`src/rtl/inst_pc_gen_if.sv`:
```
// Bus between the PC generator and the fetch stage. The generator drives the
// PC, valid and pipe controls; the fetch/control side drives the rest.
interface inst_pc_gen_if #(
  parameter int unsigned CNT_WIDTH = 32
);
  logic                 STALL_IN;
  logic                 MEM_WAIT;
  logic                 BRANCH_EN;
  logic [31:0]          BRANCH_PC;
  logic                 HALT_REQ;
  logic                 RESUME;
  logic [31:0]          P_PC;
  logic                 P_VALID;
  logic                 STALL;
  logic                 FLUSH;
  logic                 HALTED;
  logic                 MISALIGN;
  logic [CNT_WIDTH-1:0] ISSUE_CNT;

  modport master (
    input  STALL_IN, MEM_WAIT, BRANCH_EN, BRANCH_PC, HALT_REQ, RESUME,
    output P_PC, P_VALID, STALL, FLUSH, HALTED, MISALIGN, ISSUE_CNT
  );

  modport slave (
    output STALL_IN, MEM_WAIT, BRANCH_EN, BRANCH_PC, HALT_REQ, RESUME,
    input  P_PC, P_VALID, STALL, FLUSH, HALTED, MISALIGN, ISSUE_CNT
  );
endinterface

```
`src/rtl/inst_pc_gen.sv`:
```
// Program-counter generator feeding the fetch stage: sequential advance,
// redirects (deferred while fetch loads a page), and halt/resume.
module inst_pc_gen #(
  parameter logic [31:0] RESET_PC  = 32'h0000_0000,
  parameter int unsigned CNT_WIDTH = 32
) (
  input logic           CLK,
  input logic           RST,
  inst_pc_gen_if.master pc_bus
);

  typedef enum logic [1:0] {
    S_BOOT,
    S_RUN,
    S_HALT
  } state_t;

  state_t               r_state;
  state_t               w_state_nxt;
  logic [31:0]          r_pc;
  logic [31:0]          r_pend_pc;
  logic                 r_pend_valid;
  logic                 r_halt_pend;
  logic                 r_misalign;
  logic [CNT_WIDTH-1:0] r_cnt;

  logic                 w_run;
  logic                 w_apply;
  logic [31:0]          w_target;
  logic                 w_halt_go;
  logic                 w_advance;

  always_comb begin
    w_run     = (r_state == S_RUN);
    w_apply   = !RST && !pc_bus.MEM_WAIT && (pc_bus.BRANCH_EN || r_pend_valid);
    w_target  = pc_bus.BRANCH_EN ? pc_bus.BRANCH_PC : r_pend_pc;
    w_halt_go = w_run && !pc_bus.MEM_WAIT && (pc_bus.HALT_REQ || r_halt_pend);
    // The halting PC is not consumed, so a halt suppresses the advance and
    // resume refetches the same address.
    w_advance = w_run && !pc_bus.STALL_IN && !pc_bus.MEM_WAIT && !w_apply && !w_halt_go;

    w_state_nxt = r_state;
    case (r_state)
      S_BOOT:  w_state_nxt = S_RUN;
      S_RUN:   if (w_halt_go) w_state_nxt = S_HALT;
      S_HALT:  if (pc_bus.RESUME) w_state_nxt = S_RUN;
      default: w_state_nxt = S_BOOT;
    endcase
  end

  always_ff @(posedge CLK) begin
    if (RST) begin
      r_state      <= S_BOOT;
      r_pc         <= RESET_PC;
      r_pend_pc    <= '0;
      r_pend_valid <= 1'b0;
      r_halt_pend  <= 1'b0;
      r_misalign   <= 1'b0;
      r_cnt        <= '0;
    end else begin
      r_state <= w_state_nxt;

      if (w_apply) begin
        r_pc         <= {w_target[31:2], 2'b00};
        r_pend_valid <= 1'b0;
        if (|w_target[1:0]) r_misalign <= 1'b1;
      end else if (w_advance) begin
        r_pc  <= r_pc + 32'd4;
        r_cnt <= r_cnt + CNT_WIDTH'(1);
      end

      // Capture during a page load; the latest target wins.
      if (pc_bus.BRANCH_EN && pc_bus.MEM_WAIT) begin
        r_pend_pc    <= pc_bus.BRANCH_PC;
        r_pend_valid <= 1'b1;
      end

      if (w_halt_go)
        r_halt_pend <= 1'b0;
      else if (w_run && pc_bus.HALT_REQ && pc_bus.MEM_WAIT)
        r_halt_pend <= 1'b1;
    end
  end

  assign pc_bus.P_PC      = r_pc;
  assign pc_bus.P_VALID   = (r_state == S_RUN);
  assign pc_bus.STALL     = !RST && pc_bus.STALL_IN && !w_apply;
  assign pc_bus.FLUSH     = w_apply;
  assign pc_bus.HALTED    = (r_state == S_HALT);
  assign pc_bus.MISALIGN  = r_misalign;
  assign pc_bus.ISSUE_CNT = r_cnt;

endmodule

```
`src/flat_wrapper.sv`:
```
// flat-port wrapper written by rule: the top's interface ports become plain ports
module inst_pc_gen_flat 
#(
  parameter logic [31:0] RESET_PC  = 32'h0000_0000,
  parameter int unsigned CNT_WIDTH = 32
)
  (CLK, RST, pc_bus_STALL_IN, pc_bus_MEM_WAIT, pc_bus_BRANCH_EN, pc_bus_BRANCH_PC, pc_bus_HALT_REQ, pc_bus_RESUME, pc_bus_P_PC, pc_bus_P_VALID, pc_bus_STALL, pc_bus_FLUSH, pc_bus_HALTED, pc_bus_MISALIGN, pc_bus_ISSUE_CNT);
  inst_pc_gen_if #(.CNT_WIDTH(CNT_WIDTH)) pc_bus_i ();
  input logic CLK;
  input logic RST;
  input wire logic [$bits(pc_bus_i.STALL_IN)-1:0] pc_bus_STALL_IN;
  input wire logic [$bits(pc_bus_i.MEM_WAIT)-1:0] pc_bus_MEM_WAIT;
  input wire logic [$bits(pc_bus_i.BRANCH_EN)-1:0] pc_bus_BRANCH_EN;
  input wire logic [$bits(pc_bus_i.BRANCH_PC)-1:0] pc_bus_BRANCH_PC;
  input wire logic [$bits(pc_bus_i.HALT_REQ)-1:0] pc_bus_HALT_REQ;
  input wire logic [$bits(pc_bus_i.RESUME)-1:0] pc_bus_RESUME;
  output wire logic [$bits(pc_bus_i.P_PC)-1:0] pc_bus_P_PC;
  output wire logic [$bits(pc_bus_i.P_VALID)-1:0] pc_bus_P_VALID;
  output wire logic [$bits(pc_bus_i.STALL)-1:0] pc_bus_STALL;
  output wire logic [$bits(pc_bus_i.FLUSH)-1:0] pc_bus_FLUSH;
  output wire logic [$bits(pc_bus_i.HALTED)-1:0] pc_bus_HALTED;
  output wire logic [$bits(pc_bus_i.MISALIGN)-1:0] pc_bus_MISALIGN;
  output wire logic [$bits(pc_bus_i.ISSUE_CNT)-1:0] pc_bus_ISSUE_CNT;
  assign pc_bus_i.STALL_IN = pc_bus_STALL_IN;
  assign pc_bus_i.MEM_WAIT = pc_bus_MEM_WAIT;
  assign pc_bus_i.BRANCH_EN = pc_bus_BRANCH_EN;
  assign pc_bus_i.BRANCH_PC = pc_bus_BRANCH_PC;
  assign pc_bus_i.HALT_REQ = pc_bus_HALT_REQ;
  assign pc_bus_i.RESUME = pc_bus_RESUME;
  assign pc_bus_P_PC = pc_bus_i.P_PC;
  assign pc_bus_P_VALID = pc_bus_i.P_VALID;
  assign pc_bus_STALL = pc_bus_i.STALL;
  assign pc_bus_FLUSH = pc_bus_i.FLUSH;
  assign pc_bus_HALTED = pc_bus_i.HALTED;
  assign pc_bus_MISALIGN = pc_bus_i.MISALIGN;
  assign pc_bus_ISSUE_CNT = pc_bus_i.ISSUE_CNT;
  inst_pc_gen #(.RESET_PC(RESET_PC), .CNT_WIDTH(CNT_WIDTH)) u_core (.CLK(CLK), .RST(RST), .pc_bus(pc_bus_i));
endmodule
```
`config.mk`:
```
export PLATFORM = sky130hd
export DESIGN_NAME = inst_pc_gen_flat
export DESIGN_NICKNAME = d
export VERILOG_FILES = /design/src/rtl/inst_pc_gen_if.sv /design/src/rtl/inst_pc_gen.sv /design/src/flat_wrapper.sv
export SDC_FILE = /design/constraint.sdc
export NUM_CORES = 1
export LEC_CHECK = 0
export ABC_AREA = 1
export BUFFER_PORTS_ARGS = -buffer_cell sky130_fd_sc_hd__buf_2
export CAP_MARGIN = 15
export CORE_UTILIZATION = 50
export CTS_CLUSTER_SIZE = 20
export DETAILED_ROUTE_END_ITERATION = 8
export MAX_ROUTING_LAYER = met4
export PLACE_DENSITY = 0.72
export RECOVER_POWER = 50
export SYNTH_ARGS = -nofsm -noshare
export SYNTH_HDL_FRONTEND = slang
export SYNTH_SLANG_ARGS = --single-unit
export TNS_END_PERCENT = 50
```
`constraint.sdc`:
```
create_clock -name CLK -period 2.6 [get_ports CLK]
set_clock_uncertainty 0.1 [all_clocks]
set_input_delay 0.26 -clock CLK [delete_from_list [all_inputs] [get_ports CLK]]
set_output_delay 0.26 -clock CLK [all_outputs]
set_load 0.005 [all_outputs]
```
==> summary.txt <==
Drt wl/cell -> 13.73 um
Post-DP Area -> 0.006302 mm2
CP endpoint kind -> primary output
Die area -> 0.01190 mm2
Count of hold-fix buffers inserted at cts -> 0
Largest net degree at the start of global routing -> 59
I/O pins -> 108
Remaining antenna violation count -> 0
Final std cells w/o fill -> 1175
Total setup buffers inserted after CTS -> 0
CP Class -> reg2out
Total CTS buffers -> 9
CTS tree -> done
Total power -> 0.003338 W
Hold Violations, Final -> 0
Fill cells -> 1166
Clk slew on worst S/H paths -> 0.07 ns
Crit path from -> u_core.r_pend_valid$_SDFFE_PP0P_
Multi-input combinational cell area -> 0.003193 mm2
Outcome -> finished clean
Worst Hold Class -> in2reg
RSZ-0062 raised after global routing -> false
CP max stage delay -> 0.58 ns
Synthesis-to-layout area growth -> 13.94%
Total instance count after detailed placement -> 1160
Clock sink count -> 99
FMAX -> 432.9 MHz
Worst-path fanout max -> 22
Register area share after synthesis -> 0.3455
Final instance area -> 0.006535 mm2
Critical path buffer and inverter count -> 4
Pre-Repair DR Iteration Count -> 5
Die Span Y -> 109.1 um
Top-count cell post-synth -> nand2_1
Final wirelength -> 16130 um
Final nets -> 1072
Cells after Synth -> 943
Part of the cycle the worst path needs -> 0.8886
PwrDens -> 510.9 mW/mm2
Peak VDD IR -> 297.9 uV
WHS -> 0.06019 ns
Clock Tree Buf Depth -> 2
Cell taking the most area after synthesis -> dfxtp_1
Root Driver -> clkbuf_16
Crit path DAT -> 1.95 ns
Hold Startpoint -> pc_bus_BRANCH_PC[26]
Final-report max-slew violation count -> 0
Core area -> 0.01103 mm2
Register area -> 0.001982 mm2
Tmin final -> 2.310 ns
Mapped Avg Cell Area -> 6.082 um2
Post-synth top cells -> 319 x nand2_1, 151 x nor2_1, 99 x dfxtp_1
Worst slew pin tran -> 1.295 ns
Worst slew margin relative to its limit -> 0.1364
Top FF cell, synth -> dfxtp_1
First-pass GRT wire length -> 26010 um
Initial DRC Count -> 561
Post-synth EDFFs -> 0
Final setup viols -> 0
Max stage delay cell, worst path -> inv_1
Most used cell, CP -> inv_1
Worst flop-to-flop path startpoint -> u_core.r_state[0]$_SDFFE_PP0P_
Vias -> 6103
Largest cells by area after synthesis -> dfxtp_1 35%, nand2_1 21%, nor2_1 9.9%
Unique cell type count in the Yosys netlist -> 38
Cell Rows -> 38
Critical path's top delay family -> buffers and inverters
Synthesis-stage register bit count -> 99
Setup TNS -> 0 ns
Asr flop ratio synth -> 0
Initial cell density of the core -> 0.5200
Worst Path Required -> 2.24 ns
Post-CTS Resized -> 0
Crit-path cells -> inv_1 -> nand2_2 -> nand3_4 -> buf_4 -> inv_1 -> nor2_1 -> buf_2
Post-DP HPWL -> 11640 um
Synth top area share -> 0.3455
H-Tree Depth -> 3
Cell leakage power -> 2.582 nW
Syn Std Cell Area -> 0.005736 mm2
Startpoint types -> register
Initial antenna violation count -> 0
Ys Warns -> 0
Ratio of cells with drive above 1 in the final layout -> 0.1082
Number of remaining DRC errors -> 0
Vias in the first global route -> 5197
Worst-skew pair later-pin latency -> 0.35 ns
N_diodes -> 0
Vias/cell -> 5.194
Grt total ovfl -> 0
Die width -> 109.1 um
Number of port buffers -> 105
Total global-route track usage -> 0.2937
Max cap viols -> 0
Gpl congestion -> 0.8849
## flip-flops by register name (all words and copies together) (netlist names)
name                     count
u_core.r_pend_valid          1
u_core.pc_bus.ISSUE_CNT     32
u_core.pc_bus.MISALIGN       1
u_core.r_state               2
u_core.r_pend_pc            32
u_core.pc_bus.P_PC          30
u_core.r_halt_pend           1
## per-layer routing
| layer | vias to the layer above | wire length, um | global-route usage | share of wire |
|---|---|---|---|---|
| li1 | 3138 | - | - | - |
| met1 | 2766 | 7975 | 0.4294 | 0.49 |
| met2 | 181 | 6947 | 0.4106 | 0.43 |
| met3 | 18 | 1003 | 0.04483 | 0.062 |
| met4 | 0 | 204 | 0.08880 | 0.013 |
| met5 | - | 0 | - | 0 |
## kinds of logic after synthesis
family | after synthesis | share of synthesized area
and+or+nand+nor | 556 | 0.3999
buffers and inverters | 134 | 0.09795
xor gates and xnor gates | 15 | 0.02291
DFF | 99 | 0.3455
adders and majority gates | 2 | 0.004362
AOI/OAI and AO/OA | 136 | 0.1287
other | 1 | 0.0006538
## layout by cell type, fill, tap and decap left out, types with 3 or more instances in the layout
| master | Yosys | layout |
|---|---|---|
| xor2_1 | 12 | 12 |
| nand3_1 | 43 | 43 |
| dfxtp_1 | 99 | 99 |
| nor2_1 | 151 | 152 |
| a211oi_1 | 5 | 5 |
| o22ai_1 | 7 | 7 |
| inv_2 | 5 | 5 |
| nand3b_1 | 6 | 6 |
| a21oi_1 | 60 | 60 |
| xnor2_1 | 3 | 3 |
| clkbuf_16 | 0 | 9 |
| o21ai_0 | 50 | 50 |
| nor2_2 | 7 | 6 |
| clkbuf_1 | 17 | 44 |
| inv_1 | 92 | 92 |
| or2_2 | 6 | 6 |
| buf_4 | 7 | 6 |
| buf_2 | 8 | 62 |
| a31oi_1 | 4 | 4 |
| nand2_2 | 4 | 4 |
| nor3_1 | 7 | 7 |
| o31ai_1 | 3 | 3 |
| nand2_1 | 319 | 319 |
| nand4_1 | 3 | 3 |
## worst paths after layout
| check | cells after the start | slack (ns) | to |
|---|---|---|---|
| hold / removal | 3 | 0.06 | u_core.r_pend_pc[26]$_SDFFE_PP0P_ |
| setup reg to reg | 9 | 0.48 | u_core.pc_bus.P_PC[11]$_SDFFE_PP0P_ |
| hold reg to reg | 2 | 0.35 | u_core.r_pend_pc[3]$_SDFFE_PP0P_ |
| setup / recovery | 7 | 0.29 | pc_bus_STALL |
## tightest hold or removal path, delay by kind of cell
family	cells	cell delay, ns
AO/OA/AOI/OAI	1	0.05
buffers and inverters	1	0.10
AND/OR/NAND/NOR	1	0.05
## layout make-up
cell class	instances	area share
multi-input combinational	711	0.4886
clock inverter	4	0.007850
clock buffer	11	0.03714
tap	140	0.02680
timing repair buffer	113	0.08060
inverter	97	0.05572
sequential	99	0.3033
## metrics by stage
step / util / worst slack (ns)
2_1_floorplan: - / 1.066
3_3_place_gp: 0.5713 / 0.6445
3_5_place_dp: 0.5713 / 0.6103
4_1_cts: 0.5980 / 0.3228
5_1_grt: 0.5924 / 0.2063
6_report: 0.5924 / 0.2897
## power breakdown
part | internal (W) | total [W] | switching, W
clock | 0.000768 | 0.00136 | 0.000595
sequential | 0.00157 | 0.00162 | 0.0000455
combinational | 0.000124 | 0.000356 | 0.000233
total | 0.00246 | 0.00334 | 0.000874
Note: power is estimated with default switching activity, not from simulation.
